`config.mk`:
```
export PLATFORM = sky130hd
export DESIGN_NAME = axi_stream_insert_header
export DESIGN_NICKNAME = d
export VERILOG_FILES = /design/src/rtl/axi_stream_insert_header_pkg.sv /design/src/rtl/axis_keep_count.sv /design/src/rtl/axi_stream_insert_header.sv
export SDC_FILE = /design/constraint.sdc
export NUM_CORES = 1
export LEC_CHECK = 0
export BUFFER_PORTS_ARGS = -buffer_cell sky130_fd_sc_hd__buf_2
export CORE_MARGIN = 2
export CORE_UTILIZATION = 55
export CTS_CLUSTER_DIAMETER = 200
export DETAILED_ROUTE_END_ITERATION = 16
export GPL_ROUTABILITY_DRIVEN = 0
export PLACE_DENSITY = 0.79
export SYNTH_ARGS = -nofsm -noshare
export SYNTH_HDL_FRONTEND = slang
export SYNTH_SLANG_ARGS = --single-unit
```
`constraint.sdc`:
```
create_clock -name clk -period 5.2 [get_ports clk]
set_clock_uncertainty 0.15 [all_clocks]
set_input_delay 1.04 -clock clk [delete_from_list [all_inputs] [get_ports clk]]
set_output_delay 1.04 -clock clk [all_outputs]
set_load 0.02 [all_outputs]
```
`src/rtl/axi_stream_insert_header_pkg.sv`:
```
// Shared definitions for the header-insertion block: FSM encoding and
// byte-count sizing helpers.
package axi_stream_insert_header_pkg;

   // Default data bus width in bits.
   localparam int AXIS_DATA_WD = 32;

   // Packet-level state of the inserter.
   typedef enum logic [1:0] {
      IDLE   = 2'd0,
      STREAM = 2'd1,
      FLUSH  = 2'd2
   } state_t;

   // Width needed to hold a byte count from 0 to n_bytes inclusive.
   function automatic int count_width(input int n_bytes);
      return $clog2(n_bytes + 1);
   endfunction

endpackage

```
`src/rtl/axis_keep_count.sv`:
```
// Combinational popcount of an AXI-Stream keep vector.
module axis_keep_count
   import axi_stream_insert_header_pkg::*;
#(
   parameter int KEEP_WD = 4,
   parameter int CNT_WD  = count_width(KEEP_WD)
)(
   input  logic [KEEP_WD-1:0] keep,
   output logic [CNT_WD-1:0]  count
);

   // Sum the enable bits; only the number of valid bytes matters downstream.
   always_comb begin
      count = '0;
      for (int i = 0; i < KEEP_WD; i++) begin
         count = count + CNT_WD'(keep[i]);
      end
   end

endmodule

```
`src/rtl/axi_stream_insert_header.sv`:
```
// Prepends the valid bytes of a per-packet header to an AXI-Stream packet and
// repacks header + payload into full-width, MSB-first output beats.
module axi_stream_insert_header
   import axi_stream_insert_header_pkg::*;
#(
   parameter int DATA_WD      = AXIS_DATA_WD,
   parameter int DATA_BYTE_WD = DATA_WD / 8
)(
   input  logic                    clk,
   input  logic                    rst_n,
   input  logic                    valid_in,
   output logic                    ready_in,
   input  logic [DATA_WD-1:0]      data_in,
   input  logic [DATA_BYTE_WD-1:0] keep_in,
   input  logic                    last_in,
   input  logic                    valid_insert,
   output logic                    ready_insert,
   input  logic [DATA_WD-1:0]      header_insert,
   input  logic [DATA_BYTE_WD-1:0] keep_insert,
   output logic                    valid_out,
   input  logic                    ready_out,
   output logic [DATA_WD-1:0]      data_out,
   output logic [DATA_BYTE_WD-1:0] keep_out,
   output logic                    last_out
);

   localparam int CNT_WD = count_width(DATA_BYTE_WD);
   localparam int SUM_WD = CNT_WD + 1;

   state_t                  state_reg, state_next;
   logic [DATA_WD-1:0]      res_data_reg, res_data_next;
   logic [CNT_WD-1:0]       res_cnt_reg, res_cnt_next;
   logic                    valid_out_reg, valid_out_next;
   logic [DATA_WD-1:0]      data_out_reg, data_out_next;
   logic [DATA_BYTE_WD-1:0] keep_out_reg, keep_out_next;
   logic                    last_out_reg, last_out_next;

   logic [CNT_WD-1:0]       beat_cnt;
   logic [CNT_WD-1:0]       hdr_cnt;
   logic [DATA_WD-1:0]      beat_masked;
   logic [DATA_WD-1:0]      hdr_aligned;
   logic [2*DATA_WD-1:0]    byte_cat;
   logic [SUM_WD-1:0]       byte_sum;
   logic [DATA_BYTE_WD-1:0] keep_of_sum;
   logic [DATA_BYTE_WD-1:0] keep_of_res;
   logic                    out_free;

   axis_keep_count #(.KEEP_WD(DATA_BYTE_WD), .CNT_WD(CNT_WD)) u_beat_count (
      .keep  (keep_in),
      .count (beat_cnt)
   );

   axis_keep_count #(.KEEP_WD(DATA_BYTE_WD), .CNT_WD(CNT_WD)) u_hdr_count (
      .keep  (keep_insert),
      .count (hdr_cnt)
   );

   // Per-byte helpers: zero disabled payload bytes so padding comes out as 0,
   // and expand byte counts into MSB-aligned keep masks.
   for (genvar gi = 0; gi < DATA_BYTE_WD; gi++) begin : g_byte
      assign beat_masked[8*gi +: 8]             = keep_in[gi] ? data_in[8*gi +: 8] : 8'h00;
      assign keep_of_sum[DATA_BYTE_WD-1-gi]     = (SUM_WD'(gi) < byte_sum);
      assign keep_of_res[DATA_BYTE_WD-1-gi]     = (CNT_WD'(gi) < res_cnt_reg);
   end

   // The residual is held MSB-aligned; the header's LSB-aligned bytes are
   // shifted up so its first valid byte sits in the top lane.
   assign hdr_aligned = header_insert << (8 * (DATA_BYTE_WD - int'(hdr_cnt)));

   // Residual bytes followed directly by the beat's bytes; the upper word is
   // the next output beat and the lower word is what carries over.
   assign byte_cat = {res_data_reg, {DATA_WD{1'b0}}}
                   | ({beat_masked, {DATA_WD{1'b0}}} >> (8 * int'(res_cnt_reg)));
   assign byte_sum = SUM_WD'(res_cnt_reg) + SUM_WD'(beat_cnt);

   assign out_free = !valid_out_reg || ready_out;

   // Next-state, handshake and datapath decisions.
   always_comb begin
      state_next     = state_reg;
      res_data_next  = res_data_reg;
      res_cnt_next   = res_cnt_reg;
      valid_out_next = valid_out_reg && !ready_out;
      data_out_next  = data_out_reg;
      keep_out_next  = keep_out_reg;
      last_out_next  = last_out_reg;
      ready_in       = 1'b0;
      ready_insert   = 1'b0;

      case (state_reg)
         IDLE: begin
            ready_insert = 1'b1;
            if (valid_insert) begin
               res_data_next = hdr_aligned;
               res_cnt_next  = hdr_cnt;
               state_next    = STREAM;
            end
         end

         STREAM: begin
            ready_in = out_free;
            if (valid_in && out_free) begin
               valid_out_next = 1'b1;
               data_out_next  = byte_cat[2*DATA_WD-1 -: DATA_WD];
               if (byte_sum >= SUM_WD'(DATA_BYTE_WD)) begin
                  keep_out_next = '1;
                  res_data_next = byte_cat[DATA_WD-1:0];
                  res_cnt_next  = CNT_WD'(byte_sum - SUM_WD'(DATA_BYTE_WD));
               end else begin
                  keep_out_next = keep_of_sum;
                  res_data_next = '0;
                  res_cnt_next  = '0;
               end
               last_out_next = 1'b0;
               if (last_in) begin
                  if (byte_sum <= SUM_WD'(DATA_BYTE_WD)) begin
                     last_out_next = 1'b1;
                     res_data_next = '0;
                     res_cnt_next  = '0;
                     state_next    = IDLE;
                  end else begin
                     state_next    = FLUSH;
                  end
               end
            end
         end

         FLUSH: begin
            if (out_free) begin
               valid_out_next = 1'b1;
               data_out_next  = res_data_reg;
               keep_out_next  = keep_of_res;
               last_out_next  = 1'b1;
               res_data_next  = '0;
               res_cnt_next   = '0;
               state_next     = IDLE;
            end
         end

         default: begin
            state_next = IDLE;
         end
      endcase
   end

   // FSM state register.
   always_ff @(posedge clk) begin
      if (!rst_n) begin
         state_reg <= IDLE;
      end else begin
         state_reg <= state_next;
      end
   end

   // Residual buffer and output register; reset drops any packet in flight.
   always_ff @(posedge clk) begin
      if (!rst_n) begin
         res_data_reg  <= '0;
         res_cnt_reg   <= '0;
         valid_out_reg <= 1'b0;
         data_out_reg  <= '0;
         keep_out_reg  <= '0;
         last_out_reg  <= 1'b0;
      end else begin
         res_data_reg  <= res_data_next;
         res_cnt_reg   <= res_cnt_next;
         valid_out_reg <= valid_out_next;
         data_out_reg  <= data_out_next;
         keep_out_reg  <= keep_out_next;
         last_out_reg  <= last_out_next;
      end
   end

   assign valid_out = valid_out_reg;
   assign data_out  = data_out_reg;
   assign keep_out  = keep_out_reg;
   assign last_out  = last_out_reg;

endmodule

```
==> reports/results.txt <==
outcome = complete, no violations
drt initial violations = 678
Worst slew margin = 42.8%
vias = 5962
GR Overflow Total = 0
Synth Instances = 698
IO Port Bufs = 117
TritonCTS clock tree = built
setup bufs post-CTS = 0
Starting Density = 56.4%
stages on the worst setup path = 12
Post-synth EDFFs = 0
WP buf/inv = 3
reg2reg path depth = 8
vias per inst = 6.71
layout cells sized above 1 = 21.3%
Root Driver = clkbuf_8
cts hold-fix bufs = 0
Async SR Flop Fraction = 0%
post-synthesis cell type count = 50
final std cells w/o fill = 889
commonest non-fill, non-tap cell in the layout = buf_2
Die ar. = 0.0102 sq mm
CP arrival = 4.41 ns
commonest non-fill, non-tap cells in the layout = buf_2 (117), o21ai_0 (103), a21oi_1 (102)
crit-path cells = buf_2, ha_1, inv_1, fa_1, inv_1, ha_1, fa_1, or3b_1, a221oi_2, or4_1, a21oi_1, a221o_1
reg-to-reg endpoint = res_data_reg[10]
Synth Warn # = 0
Max-Cap Viols = 0
Simple-Gate Fraction of Synth Area = 17.5%
1st-pass router iterations = 6
post-cts sizing count = 0
internal reg-to-reg setup slack = 1.91 ns
CP startpoint kind = input port
Compound-Gate Fraction of Synth Area = 33.7%
mux contribution to synthesized area = 9.38%
Max Clk Rate = 233 MHz
#FFs+latches synth = 75
Num CTS Buffers = 9
vias in the first global route = 5441
post-synth net total = 791
worst-margin pin slew = 0.858 ns
worst hold path type = register to register
dpl hpwl = 12700 um
initial antenna violation count = 0
Tcrit/Tclk final = 82.7%
fin. max-slew vios = 0
diode count = 0
Die H = 101 um
worst skew pair latency = 0.37 ns
largest net degree at the start of global routing = 75
critical path's slowest cell = fa_1
Seq/Total Area, Yosys = 28.9%
fin nets = 866
Required @ worst endpoint = 5.31 ns
setup_tns = 0 ns
worst IR drop on VDD = 0.000178 V
Top delay family on crit path = adder cells
Tmin final = 4.30 ns
row cnt = 35
Area Growth Syn to Fin = 14.3%
Die Wd = 101 um
Critical Path Max Stage Delay = 0.50 ns
Total GRT Usage = 34.1%
Clock transition at path regs = 0.09 ns
xor/xnor share of the synthesized area = 0.338%
Cell Area, Placed = 0.00574 sq mm
Worst Setup End Kind = register
worst r2r src = res_cnt_reg[0]
static leakage = 0.00254 uW
Routed Antenna Nets = 0
Synth Area in Adders = 4.05%
Num Clock Sinks = 75
synthesized cell area = 0.00519 sq mm
Final setup viols = 0
design area = 0.00593 sq mm
worst hold slack = 0.350 ns
IO Pins = 118
clock buffer depth = 2
dpl cells = 873
CP Class = input port to register
H-tree lvl count = 3
Setup crit end = res_data_reg[10]
wire per inst = 19.8 um
DRC = 0
Main synth FF type = dfxtp_1
fin util = 64.4%
RSZ-0062 raised after global routing = false
final-report hold violation count = 0
Core Footprint = 0.00920 sq mm
largest family of logic cells by synthesized area = compound AO/OA/AOI/OAI gates
crit path launch = keep_in[0]
WL final = 17600 um
Power Dens Cells = 374 mW/mm^2
synthesized area per cell = 7.43 sq um
maximum fanout along the worst path = 19
first-pass GRT wire length = 27300 um
==> area by class of cell <==
class,count,area [sq um]
well taps,111,139
flip-flops and latches,75,1500
clock buffers,9,124
multi-input cells,542,3380
inverters,19,71.3
repair buffers,126,653
clock inverters,7,58.8
fillers,829,3270
==> cells in the mapped netlist (6+ instances only) <==
cell type	number	share of area, %
a21oi_1	103	9.9
o21ai_0	103	9.9
dfxtp_1	75	29
nand2_1	63	4.6
nor2_1	52	3.8
clkbuf_1	42	3.0
nand3_1	33	3.2
mux2i_1	25	4.8
inv_1	19	1.4
a211oi_1	13	1.9
a21o_1	12	1.7
ha_1	12	2.9
buf_1	11	0.80
a221oi_1	9	1.5
a22o_1	9	1.5
a221o_1	8	1.5
buf_2	8	0.77
mux4_2	8	3.5
nor3_1	8	0.77
or2_2	7	0.84
nor2b_1	6	0.72
==> report_power, final <==
| group | total [uW] | switching, uW | internal (uW) |
|---|---|---|---|
| Clock | 439 | 258 | 181 |
| Combinational | 1050 | 680 | 374 |
| Sequential | 723 | 53.5 | 669 |
| Total | 2220 | 992 | 1220 |
==> worst register-to-register path: cells and delay by family, from the launching register on <==
kind            cells  cell delay, ns
buf+inv             1            0.39
fa+ha+maj           2            0.79
compound gates      3            0.71
flops               1            0.33
simple gates        2            0.81
==> cell families (layout without fill, tap and decap cells) <==
group | count (synthesis) | count (layout)
buffers and inverters | 81 | 161
muxes | 38 | 38
DFF | 75 | 75
xor gates and xnor gates | 2 | 2
AOI/OAI and AO/OA | 292 | 292
adders and majority gates | 15 | 15
and+or+nand+nor | 195 | 195
==> worst min-delay path by stage <==
stage                                start               end  slack (ns)  cells past startpoint
after floorplan           res_data_reg[15]  res_data_reg[15]        0.31                      1
final                      res_data_reg[9]   res_data_reg[9]        0.35                      1
after global placement     res_data_reg[8]   res_data_reg[8]        0.32                      1
after CTS                  res_data_reg[9]   res_data_reg[9]        0.35                      1
after detailed placement  res_data_reg[11]  res_data_reg[11]        0.33                      1
after global routing      res_data_reg[11]  res_data_reg[11]        0.36                      1
==> stage by stage <==
step	setup WS [ns]	total power, uW
global route	0.830	2330
global placement	0.721	1720
CTS	0.990	2170
floorplan	0.636	1460
finish	0.900	2220
detailed placement	0.609	1740
==> per-layer routing <==
layer	vias up	global-route usage, %	wire, um
met5	-	0	0
li1	2700	-	-
met4	0	19.9	1260
met1	2717	42.3	6430
met2	430	54.0	7950
met3	115	8.39	1960
No activity file was read; power rests on OpenSTA's default activity.
